$ cat src/rtl/ltl_monitor_ctrl.sv
// Sequencing controller for one automata monitor cluster: arms the automaton,
// streams trace symbols into it, samples its reports and returns a verdict record.
module ltl_monitor_ctrl #(
    parameter int NUM_REPORTS = 4,
    parameter int SYM_W       = 8,
    parameter int CNT_W       = 16,
    parameter int REPORT_LAT  = 2
) (
    input  logic                   clk,
    input  logic                   reset,
    input  logic                   abort,
    input  logic                   sym_valid,
    output logic                   sym_ready,
    input  logic [SYM_W-1:0]       sym_data,
    input  logic                   sym_last,
    output logic                   aut_reset,
    output logic                   aut_run,
    output logic [SYM_W-1:0]       aut_symbols,
    input  logic [NUM_REPORTS-1:0] aut_reports,
    output logic                   res_valid,
    input  logic                   res_ready,
    output logic [NUM_REPORTS-1:0] res_flags,
    output logic [CNT_W-1:0]       res_first_idx,
    output logic [CNT_W-1:0]       res_count,
    output logic                   busy
);

    typedef enum logic [2:0] {IDLE, ARM, RUN, DRAIN, RESULT} state_t;

    localparam logic [CNT_W-1:0] CNT_MAX = '1;

    state_t                state, state_nx;
    logic                  accept;
    logic                  kill;
    logic                  start;
    logic                  seen;
    logic [REPORT_LAT-1:0] pipe_vld;
    logic [REPORT_LAT-1:0] pipe_last;
    logic [CNT_W-1:0]      pipe_idx [REPORT_LAT];

    assign sym_ready = (state == ARM) || (state == RUN);
    assign kill      = abort && (state != IDLE);
    assign accept    = sym_ready && sym_valid && !abort;
    assign start     = (state == IDLE) && sym_valid;
    assign busy      = (state != IDLE);
    assign res_valid = (state == RESULT);
    assign aut_reset = reset || (state == ARM);

    always_comb begin
        state_nx = state;
        case (state)
            IDLE:    if (sym_valid) state_nx = ARM;
            ARM:     state_nx = (accept && sym_last) ? DRAIN : RUN;
            RUN:     if (accept && sym_last) state_nx = DRAIN;
            // Only one last-flagged entry can be in flight, so its arrival at the tap ends the trace.
            DRAIN:   if (pipe_vld[REPORT_LAT-1] && pipe_last[REPORT_LAT-1]) state_nx = RESULT;
            RESULT:  if (res_ready) state_nx = IDLE;
            default: state_nx = IDLE;
        endcase
        if (kill) state_nx = IDLE;
    end

    always_ff @(posedge clk) begin
        if (reset) begin
            state         <= IDLE;
            aut_run       <= 1'b0;
            aut_symbols   <= '0;
            pipe_vld      <= '0;
            pipe_last     <= '0;
            res_flags     <= '0;
            res_first_idx <= '1;
            res_count     <= '0;
            seen          <= 1'b0;
            for (int unsigned i = 0; i < REPORT_LAT; i++) pipe_idx[i] <= '0;
        end else begin
            state   <= state_nx;
            aut_run <= accept;
            if (accept) aut_symbols <= sym_data;

            if (kill) begin
                pipe_vld  <= '0;
                pipe_last <= '0;
            end else begin
                pipe_vld  <= (pipe_vld << 1) | REPORT_LAT'(accept);
                pipe_last <= (pipe_last << 1) | REPORT_LAT'(accept && sym_last);
            end
            pipe_idx[0] <= res_count;
            for (int unsigned i = 1; i < REPORT_LAT; i++) pipe_idx[i] <= pipe_idx[i-1];

            if (start) begin
                res_count <= '0;
            end else if (accept && (res_count != CNT_MAX)) begin
                res_count <= res_count + CNT_W'(1);
            end

            // Samples without a matching accept are stall cycles and carry no verdict.
            if (start) begin
                res_flags     <= '0;
                res_first_idx <= '1;
                seen          <= 1'b0;
            end else if (pipe_vld[REPORT_LAT-1]) begin
                res_flags <= res_flags | aut_reports;
                if ((aut_reports != '0) && !seen) begin
                    res_first_idx <= pipe_idx[REPORT_LAT-1];
                    seen          <= 1'b1;
                end
            end
        end
    end

endmodule

$ cat config.mk
export PLATFORM = sky130hd
export DESIGN_NAME = ltl_monitor_ctrl
export DESIGN_NICKNAME = d
export VERILOG_FILES = /design/src/rtl/ltl_monitor_ctrl.sv
export SDC_FILE = /design/constraint.sdc
export NUM_CORES = 1
export LEC_CHECK = 0
export BUFFER_PORTS_ARGS = -buffer_cell sky130_fd_sc_hd__buf_4
export CAP_MARGIN = 10
export CORE_MARGIN = 2
export CORE_UTILIZATION = 53
export CTS_BUF_LIST = sky130_fd_sc_hd__clkbuf_8 sky130_fd_sc_hd__clkbuf_16
export DETAILED_ROUTE_END_ITERATION = 8
export GPL_ROUTABILITY_DRIVEN = 0
export GPL_TIMING_DRIVEN = 0
export PLACE_DENSITY = 0.78
export SLEW_MARGIN = 5
export SYNTH_ARGS = -nofsm -noshare
export SYNTH_HDL_FRONTEND = slang
export SYNTH_SLANG_ARGS = --single-unit
$ cat constraint.sdc
create_clock -name clk -period 1.9 [get_ports clk]
set_input_delay 0 -clock clk [delete_from_list [all_inputs] [get_ports clk]]
set_output_delay 0 -clock clk [all_outputs]
set_load 0.02 [all_outputs]
==> reports/results.md, run 1 <==
| Result | This run |
|---|---|
| Initial DRT Pass Iterations | 4 |
| Slack of the worst reg-to-reg path | 50 ps |
| Worst hold path class | in -> reg |
| Number of register bits inferred by synthesis | 85 |
| IR Drop Worst-Case VDD | 0.513 mV |
| Source-to-sink clock delay at the later pin of the worst-skew pair | 350 ps |
| Adder and majority gate portion of the synthesized area | 0.733% |
| Final setup skew | 9.86 ps |
| Total leakage power | 1.66 nW |
| Number of nets in the final layout | 441 |
| Total CTS buffers | 9 |
| Syn_nets | 347 |
| Crit path largest cell delay | 390 ps |
| Maximum buffer depth of the clock tree | 2 |
| Most used cell, CP | sky130_fd_sc_hd__and4_4 |
| Antenna violations before repair | 0 |
| Final global-route overflow total | 0 |
| CTS Root Buffer Type | sky130_fd_sc_hd__clkbuf_8 |
| Proportion of synthesized chip area in sequential cells | 55.4% |
| CP max stage cell | sky130_fd_sc_hd__nor4_1 |
| Area enclosed by the die boundary | 6420 um2 |
| Mean Syn Cell Area | 9.37 um2 |
| CP endpoint kind | flop |
| Maximum level of the CTS H-tree | 3 |
| Worst Setup Start Kind | flop |
| Signed area change from the synthesized netlist to the final layout | 31.2% |
| Synthesis warning total | 0 |
| Clock sink total | 85 |
| Remaining design rule violation count | 0 |
| CP Buf/Inv Count | 1 |
| Via density | 5.13 |
| Final hold violation count | 0 |
| Number of cells after detailed placement | 466 |
| Cell area power density | 791 nW/um2 |
| Pin slew with the least headroom to its limit | 464 ps |
| Final cell count without fillers | 499 |
| Clock tree from TritonCTS | done |
| Highest net fanout along the worst path | 10 |
| Cell-by-cell trace of the critical path | ha_1 > and4_4 > and4_4 > buf_6 > nor4_1 > mux2i_1 |
| Core area | 5540 um2 |
| Top area cells in the synthesized netlist | sky130_fd_sc_hd__dfxtp_1 (55%), sky130_fd_sc_hd__nand2_1 (7.6%), sky130_fd_sc_hd__nor2b_1 (6.5%) |
| Leading cell type in the layout, fill and taps excluded | sky130_fd_sc_hd__dfxtp_1 |
| Required arrival time at the worst endpoint | 2170 ps |
| Number of placed I/O pins | 67 |
| Fraction of the mapped netlist area in compound gates | 9.00% |
| Synth Area in XOR/XNOR | 0.896% |
| Minimum clock period after layout | 1850 ps |
| Distinct cells, synth | 40 |
| Share of final-layout standard cells stronger than drive strength 1 | 26.7% |
| Count of flip-flops with a built-in enable after synthesis | 0 |
| Combinational family with the most area after synthesis | simple AND/OR/NAND/NOR gates |
| Floorplan die height | 80.1 um |
| Largest net degree at the start of global routing | 16 |
| Top library cells by usage in the layout, fill and taps aside | sky130_fd_sc_hd__dfxtp_1 (83), sky130_fd_sc_hd__buf_4 (69), sky130_fd_sc_hd__nand2_1 (61), sky130_fd_sc_hd__nor2b_1 (32), sky130_fd_sc_hd__a21oi_1 (27) |
| Pins over their slew limit | 0 |
| Gate Count Post-Synth | 328 |
| Number of setup violations in the final report | 0 |
| Buffers added on ports | 66 |
| Synthesized-area fraction occupied by and/or/nand/nor cells | 29.4% |
| Relative slew slack | 69.1% |
| Setup TNS | 0 ps |
| Peak Freq | 0.539 GHz |
| Post-CTS clock slew at the launch and capture registers of the worst setup and hold paths | 90 ps |
| WL final | 6640 um |
| Arrival time of data at the critical path endpoint | 2120 ps |
| Rows | 27 |
| Detail Route Antenna Nets | 0 |
| Synth Flop Type | sky130_fd_sc_hd__dfxtp_1 |
| Number of max-capacitance violations reported | 0 |
| Wire length of the first global-routing pass | 11,000 um |
| Detailed placer's ending HPWL | 4460 um |
| Library cell occupying the most area in the post-synthesis netlist | sky130_fd_sc_hd__dfxtp_1 |
| Hold slack | 106 ps |
| Run status | complete, no violations |
| Number of antenna repair diodes | 0 |
| Effective utilization at floorplan | 55.5% |
| Fill cell count | 427 |
| Netlist area before placement | 3070 um2 |
| Final period utilization | 97.6% |
| GRT Total Usage | 22.2% |
| Drt first-iter violations | 101 |
| Unrepaired setup endpoints after global routing | no |
| Via Count | 2,561 |
| Crit-path leading delay family | simple AND/OR/NAND/NOR gates |
| Number of global-route vias before repair | 2,399 |
| Die width | 80.1 um |
| Share of the synthesized area in the top cell type | 55.4% |
| Mux cell area share after synthesis | 0.651% |
| Fraction of registers with async set/reset | 0% |
| Crit Path Category | reg -> reg |
| Average routed wire per standard cell | 13.3 um |
==> cell usage after synthesis (2+ instances only) <==
cell type,instances
sky130_fd_sc_hd__buf_2,6
sky130_fd_sc_hd__nor2b_1,32
sky130_fd_sc_hd__nand2_1,62
sky130_fd_sc_hd__and4_1,3
sky130_fd_sc_hd__and3_1,4
sky130_fd_sc_hd__nand4_1,7
sky130_fd_sc_hd__nor4_1,2
sky130_fd_sc_hd__nor2_1,10
sky130_fd_sc_hd__a21o_1,2
sky130_fd_sc_hd__nand3_1,18
sky130_fd_sc_hd__or3_1,4
sky130_fd_sc_hd__a21oi_1,27
sky130_fd_sc_hd__or3_2,2
sky130_fd_sc_hd__nand2b_1,2
sky130_fd_sc_hd__o31ai_1,9
sky130_fd_sc_hd__o21ai_0,5
sky130_fd_sc_hd__and2_1,4
sky130_fd_sc_hd__buf_6,3
sky130_fd_sc_hd__inv_1,4
sky130_fd_sc_hd__or4_1,9
sky130_fd_sc_hd__dfxtp_1,85
sky130_fd_sc_hd__clkbuf_1,9
sky130_fd_sc_hd__mux2i_1,2
==> final cells by class <==
type / instances / area (um2) / area share [%]
plain buffers: 19 / 108 / 2.67
clock buffers: 9 / 124 / 3.07
clock inverters: 7 / 48.8 / 1.21
inverters: 4 / 15.0 / 0.372
multi-input cells: 220 / 1280 / 31.8
flip-flops and latches: 85 / 1700 / 42.3
well taps: 72 / 90.1 / 2.23
repair buffers: 83 / 661 / 16.4
==> worst reg2reg max path: cells and delay by family (launching register included) <==
family	cells	cell delay (ps)
muxes	1	250
and+or+nand+nor	3	800
DFF	1	350
buffers and inverters	1	140
adders and majority gates	1	230
==> metal layers <==
metal / up-vias / global-route usage, % / part of all wire (%) / routed length, um
met3: 10 / 5.96 / 5.4 / 358
met2: 74 / 38.8 / 51 / 3390
met4: 0 / 9.66 / 1.5 / 100
met1: 1175 / 25.4 / 42 / 2800
li1: 1302 / - / - / -
met5: - / 0 / 0 / 0
==> cells by family (layout without fill, tap and decap cells) <==
| family | count (synthesis) | count (layout) |
|---|---|---|
| muxes | 2 | 2 |
| AOI/OAI and AO/OA | 47 | 47 |
| xor gates and xnor gates | 1 | 1 |
| adders and majority gates | 2 | 2 |
| and+or+nand+nor | 168 | 168 |
| DFF | 85 | 85 |
| buffers and inverters | 23 | 122 |
==> power breakdown <==
group          leakage, nW  switching, mW  internal [mW]  total [mW]
registers            0.687        0.00902           1.80        1.81
logic                0.881          0.146          0.119       0.265
clock network       0.0898          0.641          0.479        1.12
==> per-stage QoR <==
stage | worst slack (ps) | utilization (%) | total power [mW] | area (um2)
5_1_grt | 13.2 | 72.8 | 3.32 | 4030
4_1_cts | 18.5 | 72.0 | 3.20 | 3990
6_report | 46.3 | 72.8 | 3.19 | 4030
2_1_floorplan | 66.8 | - | 1.99 | 3070
3_3_place_gp | 18.1 | 66.0 | 2.08 | 3660
3_5_place_dp | 6.67 | 66.0 | 2.08 | 3660
==> state kept, by name, summed over array words and instances (netlist names) <==
| name | count |
|---|---|
| res_count | 16 |
| pipe_last | 2 |
| aut_run | 1 |
| res_flags | 4 |
| aut_symbols | 8 |
| seen | 1 |
| pipe_idx | 32 |
| res_first_idx | 16 |
| pipe_vld | 2 |
| state | 3 |
==> repair_timing <==
action,4_1_cts,5_1_grt
endpoints found under the setup margin,1,29
setup buffers,2,0
hold endpoints to repair,15,6
resized for setup,0,11
pin swaps,1,0
hold buffers,14,1
==> path summary, 6_finish.rpt <==
| kind | from | end | depth (start not counted) |
|---|---|---|---|
| max reg2reg | res_count[0] | res_count[15] | 6 |
| min | abort | state[2] | 3 |
| max | res_count[0] | res_count[15] | 6 |
| min reg2reg | pipe_idx[0][6] | pipe_idx[1][6] | 1 |
Note: power is estimated with default switching activity, not from simulation.
==> run 2: changes to the inputs <==
BUFFER_PORTS_ARGS = not set   (was -buffer_cell sky130_fd_sc_hd__buf_4)
CORE_UTILIZATION = 61   (was 53)
DONT_BUFFER_PORTS = 1   (was not set)
PLACE_DENSITY = 0.77   (was 0.78)
==> reports/results.md, run 2 (same netlist as run 1, synthesis figures left out) <==
| Result | This run | Delta |
|---|---|---|
| Comb pwr share | 6.1% | -2.2 points |
| Antenna violations before repair | 0 | unchanged |
| Worst Setup Start Kind | flop |  |
| Peak Freq | 0.554 GHz | +2.6% |
| Final standard cell utilization of the core | 74.3% | +1.5 points |
| Max reg flops | 32 | unchanged |
| Highest net fanout along the worst path | 6 | -4 |
| Worst hold path class | in -> reg |  |
| Effective utilization at floorplan | 64.2% | +8.7 points |
| Final hold violation count | 0 | unchanged |
| Post-layout total power | 3.17 mW | -0.69% |
| Origin of the worst min-delay path | reset |  |
| Maximum buffer depth of the clock tree | 2 | unchanged |
| Final global-route overflow total | 0 | unchanged |
| Buffers added on ports | 0 | -100% |
| Area enclosed by the die boundary | 5620 um2 | -12% |
| Final WS setup | 93.8 ps | +47.5 ps |
| Relative slew slack | 55.8% | -13 points |
| Detailed placer's ending HPWL | 3870 um | -13% |
| CTS Root Buffer Type | sky130_fd_sc_hd__clkbuf_8 |  |
| Total CTS buffers | 9 | unchanged |
| Crit Path Category | reg -> reg |  |
| Share of final-layout standard cells stronger than drive strength 1 | 13.5% | -13 points |
| Average routed wire per standard cell | 14.2 um | +6.9% |
| Fraction of power consumed by sequential logic | 57.4% | +0.8 points |
| Number of antenna repair diodes | 0 | unchanged |
| Rows | 25 | -7.4% |
| Drt first-iter violations | 91 | -9.9% |
| Number of nets in the final layout | 376 | -15% |
| Detail Route Antenna Nets | 0 | unchanged |
| Leading cell type in the layout, fill and taps excluded | sky130_fd_sc_hd__dfxtp_1 |  |
| Final cell area excluding filler cells | 3560 um2 | -12% |
| Clock Power Share | 36.5% | +1.4 points |
| Required arrival time at the worst endpoint | 2180 ps | about the same |
| Pin slew with the least headroom to its limit | 661 ps | +197 ps |
| Final period utilization | 95.1% | -2.5 points |
| Setup TNS | 0 ps | unchanged |
| Initial DRT Pass Iterations | 4 | unchanged |
| Core area | 4790 um2 | -14% |
| WL final | 6110 um | -8.1% |
| Number of setup violations in the final report | 0 | unchanged |
| Number of max-capacitance violations reported | 0 | unchanged |
| CP endpoint kind | flop |  |
| Clock sink total | 85 | unchanged |
| GRT Total Usage | 23.3% | +1.0 points |
| Wire length of the first global-routing pass | 9710 um | -12% |
| Net switching power | 0.805 mW | +1.1% |
| Total leakage power | 1.34 nW | -19% |
| Clock tree from TritonCTS | done |  |
| Largest net degree at the start of global routing | 17 | +1 |
| Source-to-sink clock delay at the later pin of the worst-skew pair | 350 ps | about the same |
| Via Count | 2,374 | -7.3% |
| Number of global-route vias before repair | 2,175 | -9.3% |
| Remaining design rule violation count | 0 | unchanged |
| Pins over their slew limit | 0 | unchanged |
| Die width | 75.0 um | -6.5% |
| Cell area power density | 891 nW/um2 | +13% |
| Unrepaired setup endpoints after global routing | no |  |
| Worst slack at placement | -156 ps | -162 ps |
| Startpoint of the worst setup timing path | res_count[6] |  |
| Post-CTS clock slew at the launch and capture registers of the worst setup and hold paths | 90 ps | about the same |
| Top Registers | pipe_idx: 32 flops, res_count: 16 flops, res_first_idx: 16 flops |  |
| Top library cells by usage in the layout, fill and taps aside | sky130_fd_sc_hd__dfxtp_1 (80), sky130_fd_sc_hd__nand2_1 (61), sky130_fd_sc_hd__nor2b_1 (32), sky130_fd_sc_hd__a21oi_1 (27), sky130_fd_sc_hd__nand3_1 (18) |  |
| Floorplan die height | 75.0 um | -6.5% |
| Final setup skew | 3.71 ps | -6.15 ps |
| Via density | 5.53 | +7.8% |
| Cell area after placement | 3160 um2 | -14% |
| Number of placed I/O pins | 67 | unchanged |
| Maximum level of the CTS H-tree | 3 | unchanged |
| R2R Path Start | res_count[6] |  |
| Signed area change from the synthesized netlist to the final layout | 15.8% |  |
| Net switching fraction of the power | 25.4% | +0.45 points |
| Largest reg by FF count | pipe_idx |  |
| Arrival time of data at the critical path endpoint | 2090 ps | -30 ps |
| Minimum clock period after layout | 1810 ps | -47.5 ps |
| Internal power of the cells | 2.36 mW | -1.3% |
| Run status | complete, no violations |  |
| Fill cell count | 344 | -19% |
| IR Drop Worst-Case VDD | 0.601 mV | +17% |
[run 2: cell types whose count changed in the layout (fill, tap and decap cells not counted), sizes merged]
cell / change
clkbuf: -1
clkinv: -2
dlygate4sd3: +2
buf: -66
inv: +2
[run 2: final cells by class]
cell class | instances | area [um2] | share of cell area (%)
inverter | 4 | 15.0 | 0.422
sequential | 85 | 1710 | 48.2
clock inverter | 7 | 56.3 | 1.58
buffer | 19 | 111 | 3.13
clock buffer | 9 | 124 | 3.48
multi-input combinational | 220 | 1280 | 35.9
tap | 67 | 83.8 | 2.36
timing repair buffer | 18 | 178 | 4.99
[run 2: worst paths after layout]
path               endpoint  slack [ps]  depth (start not counted)
min            res_count[0]          20                          3
max reg2reg   res_count[14]          90                          4
max           res_count[14]          90                          4
min reg2reg  pipe_idx[1][1]         440                          1
[run 2: through the flow]
step	hold slack, ps	instances
after floorplan	136	328
after global placement	138	395
after detailed placement	144	395
after CTS	12.1	429
after global routing	42.4	429
final	18.7	429
[run 2: power by group through the flow]
stage          Clock [mW]  Combinational, mW  Sequential [mW]
6_report             1.16              0.193             1.82
5_1_grt              1.26              0.210             1.82
4_1_cts              1.18              0.186             1.82
3_5_place_dp            0              0.156             1.86
3_3_place_gp            0              0.154             1.86
2_1_floorplan           0              0.126             1.86
[run 2: layer usage]
metal  vias up  wire (um)  global-route usage, %
met1      1088       2580                   27.1
met5         -          0                      0
met3        17        416                   6.16
met2        86       2950                   39.1
li1       1183          -                      -
met4         0        155                   12.5
[run 2: critical path: stages (launching register included)]
cell	delay (ps)
sky130_fd_sc_hd__dfxtp_1	550
sky130_fd_sc_hd__and3_1	330
sky130_fd_sc_hd__nand4_1	200
sky130_fd_sc_hd__or4_1	530
sky130_fd_sc_hd__a21oi_1	140
[run 2: repair_timing]
item / 4_1_cts / 5_1_grt
resized for setup: 4 / 13
pin swaps: 1 / 0
setup endpoints to repair: 12 / 19
endpoints found under the hold margin: 27 / 0
hold buffers: 17 / 0
cloned: 0 / 0
setup buffers: 1 / 0
==> run 3: changes to the inputs <==
CORE_ASPECT_RATIO = 0.75   (was not set)
==> reports/results.md, run 3 (same netlist as run 1, synthesis figures left out) <==
| Result | This run | Delta |
|---|---|---|
| Run status | complete, no violations |  |
| Final cell area excluding filler cells | 3590 um2 | +0.88% |
| IR Drop Worst-Case VDD | 0.474 mV | -21% |
| Maximum buffer depth of the clock tree | 2 | unchanged |
| Pins over their slew limit | 0 | unchanged |
| Final cell count without fillers | 422 | -1.6% |
| Rows | 22 | -12% |
| Number of global-route vias before repair | 2,090 | -3.9% |
| Top library cells by usage in the layout, fill and taps aside | sky130_fd_sc_hd__dfxtp_1 (77), sky130_fd_sc_hd__nand2_1 (62), sky130_fd_sc_hd__nor2b_1 (32), sky130_fd_sc_hd__a21oi_1 (26), sky130_fd_sc_hd__nand3_1 (18) |  |
| Internal power of the cells | 2.50 mW | +5.6% |
| Final global-route overflow total | 0 | unchanged |
| Drt first-iter violations | 103 | +13% |
| Signed area change from the synthesized netlist to the final layout | 16.8% |  |
| GRT Total Usage | 22.3% | -0.95 points |
| Crit Path Category | reg -> reg |  |
| Wire length of the first global-routing pass | 9690 um | -0.14% |
| Clock sink total | 85 | unchanged |
| Final hold violation count | 0 | unchanged |
| Highest net fanout along the worst path | 10 | +4 |
| Clock tree from TritonCTS | done |  |
| Arrival time of data at the critical path endpoint | 2110 ps | +20 ps |
| Die width | 86.0 um | +15% |
| Number of cells after detailed placement | 388 | -1.8% |
| Detail Route Antenna Nets | 0 | unchanged |
| Maximum level of the CTS H-tree | 3 | unchanged |
| Via density | 5.49 | -0.78% |
| Minimum clock period after layout | 1820 ps | +13.9 ps |
| Largest net degree at the start of global routing | 17 | unchanged |
| Net switching power | 0.800 mW | -0.61% |
| Fraction of power consumed by sequential logic | 55.2% | -2.2 points |
| Source-to-sink clock delay at the later pin of the worst-skew pair | 350 ps | about the same |
| Antenna violations before repair | 0 | unchanged |
| Floorplan die height | 65.5 um | -13% |
| Cell area power density | 919 nW/um2 | +3.1% |
| Number of placed I/O pins | 67 | unchanged |
| Number of antenna repair diodes | 0 | unchanged |
| Post-CTS clock slew at the launch and capture registers of the worst setup and hold paths | 90 ps | about the same |
| Comb pwr share | 5.8% | -0.3 points |
| Total leakage power | 1.35 nW | +1.0% |
| Core area | 4870 um2 | +1.8% |
| CTS Root Buffer Type | sky130_fd_sc_hd__clkbuf_8 |  |
| Number of max-capacitance violations reported | 0 | unchanged |
| Required arrival time at the worst endpoint | 2190 ps | about the same |
| Detailed placer's ending HPWL | 3850 um | -0.60% |
| WL final | 6010 um | -1.6% |
| Cell area after placement | 3150 um2 | -0.28% |
| Top Registers | pipe_idx: 32 flops, res_count: 16 flops, res_first_idx: 16 flops |  |
| Peak Freq | 0.549 GHz | -0.77% |
| Unrepaired setup endpoints after global routing | no |  |
| Clock Power Share | 39.0% | +2.5 points |
| Average routed wire per standard cell | 14.2 um | about the same |
| Number of setup violations in the final report | 0 | unchanged |
| Worst Setup Start Kind | flop |  |
| Max reg flops | 32 | unchanged |
| Relative slew slack | 68.9% | +13 points |
| Largest reg by FF count | pipe_idx |  |
| Buffers added on ports | 0 | unchanged |
| CP endpoint kind | flop |  |
| Effective utilization at floorplan | 63.1% | -1.1 points |
| Final period utilization | 95.8% | +0.73 points |
| Worst hold path class | in -> reg |  |
| Remaining design rule violation count | 0 | unchanged |
| Number of nets in the final layout | 376 | unchanged |
| Pin slew with the least headroom to its limit | 467 ps | -193 ps |
| Net switching fraction of the power | 24.3% | -1.1 points |
| Initial DRT Pass Iterations | 4 | unchanged |
| Area enclosed by the die boundary | 5630 um2 | +0.10% |
| Final setup skew | 11.0 ps | +7.31 ps |
| Via Count | 2,317 | -2.4% |
| Total CTS buffers | 9 | unchanged |
| Leading cell type in the layout, fill and taps excluded | sky130_fd_sc_hd__dfxtp_1 |  |
| Share of final-layout standard cells stronger than drive strength 1 | 15.2% | +1.7 points |
-- run 3: layer usage --
| metal | part of all wire, % | global-route usage (%) | up-vias | wire length, um |
|---|---|---|---|---|
| met5 | 0 | 0 | - | 0 |
| met4 | 0.95 | 8.93 | 0 | 57 |
| met3 | 6.8 | 7.16 | 5 | 406 |
| met2 | 49 | 37.2 | 68 | 2950 |
| met1 | 43 | 26.8 | 1065 | 2590 |
| li1 | - | - | 1179 | - |
-- run 3: stage by stage --
step	setup slack, ps	hold slack (ps)	setup TNS (ps)	util [%]	total power, mW
after global placement	-160	138	-1360	64.6	2.02
after global routing	4.59	14.8	0	73.7	3.43
after detailed placement	-193	144	-1430	64.6	2.02
final	79.9	11.0	0	73.7	3.30
after floorplan	66.8	136	0	-	1.99
after CTS	5.30	1.97	0	72.9	3.32
-- run 3: final timing paths --
check / start / depth (start not counted) / end / slack, ps
setup / recovery: res_count[0] / 6 / res_count[11] / 80
hold / removal: reset / 3 / res_count[1] / 10
setup reg to reg: res_count[0] / 6 / res_count[11] / 80
hold reg to reg: pipe_idx[1][9] / 2 / res_first_idx[9] / 440
-- run 3: area by class of cell --
type                            instances  area (um2)
Buffer                                 19         108
Fill cell                             377        1280
Clock inverter                          7        80.1
Inverter                                4        15.0
Sequential cell                        85        1720
Multi-Input combinational cell        220        1290
Clock buffer                            9         124
Tap cell                               60        75.1
Timing Repair Buffer                   18         178
-- run 3: critical path, cell delays in order, from the launching register on --
cell	delay, ps
sky130_fd_sc_hd__dfxtp_4	390
sky130_fd_sc_hd__ha_2	210
sky130_fd_sc_hd__and4_4	210
sky130_fd_sc_hd__and4_4	190
sky130_fd_sc_hd__buf_6	140
sky130_fd_sc_hd__or4_4	480
sky130_fd_sc_hd__a21oi_2	130
-- run 3: repair_timing --
item / CTS / global route
hold endpoints to repair: 27 / 0
setup endpoints to repair: 20 / 21
pin swaps: 1 / 0
buffers inserted: 1 / 0
hold buffers: 17 / 0
gates resized for setup: 6 / 16
-- run 3: power groups by stage --
stage | registers, mW | clock network (mW) | logic (mW)
after global placement | 1.86 | 0 | 0.155
final | 1.82 | 1.29 | 0.191
after CTS | 1.82 | 1.32 | 0.187
after detailed placement | 1.86 | 0 | 0.156
after floorplan | 1.86 | 0 | 0.126
after global routing | 1.82 | 1.40 | 0.211
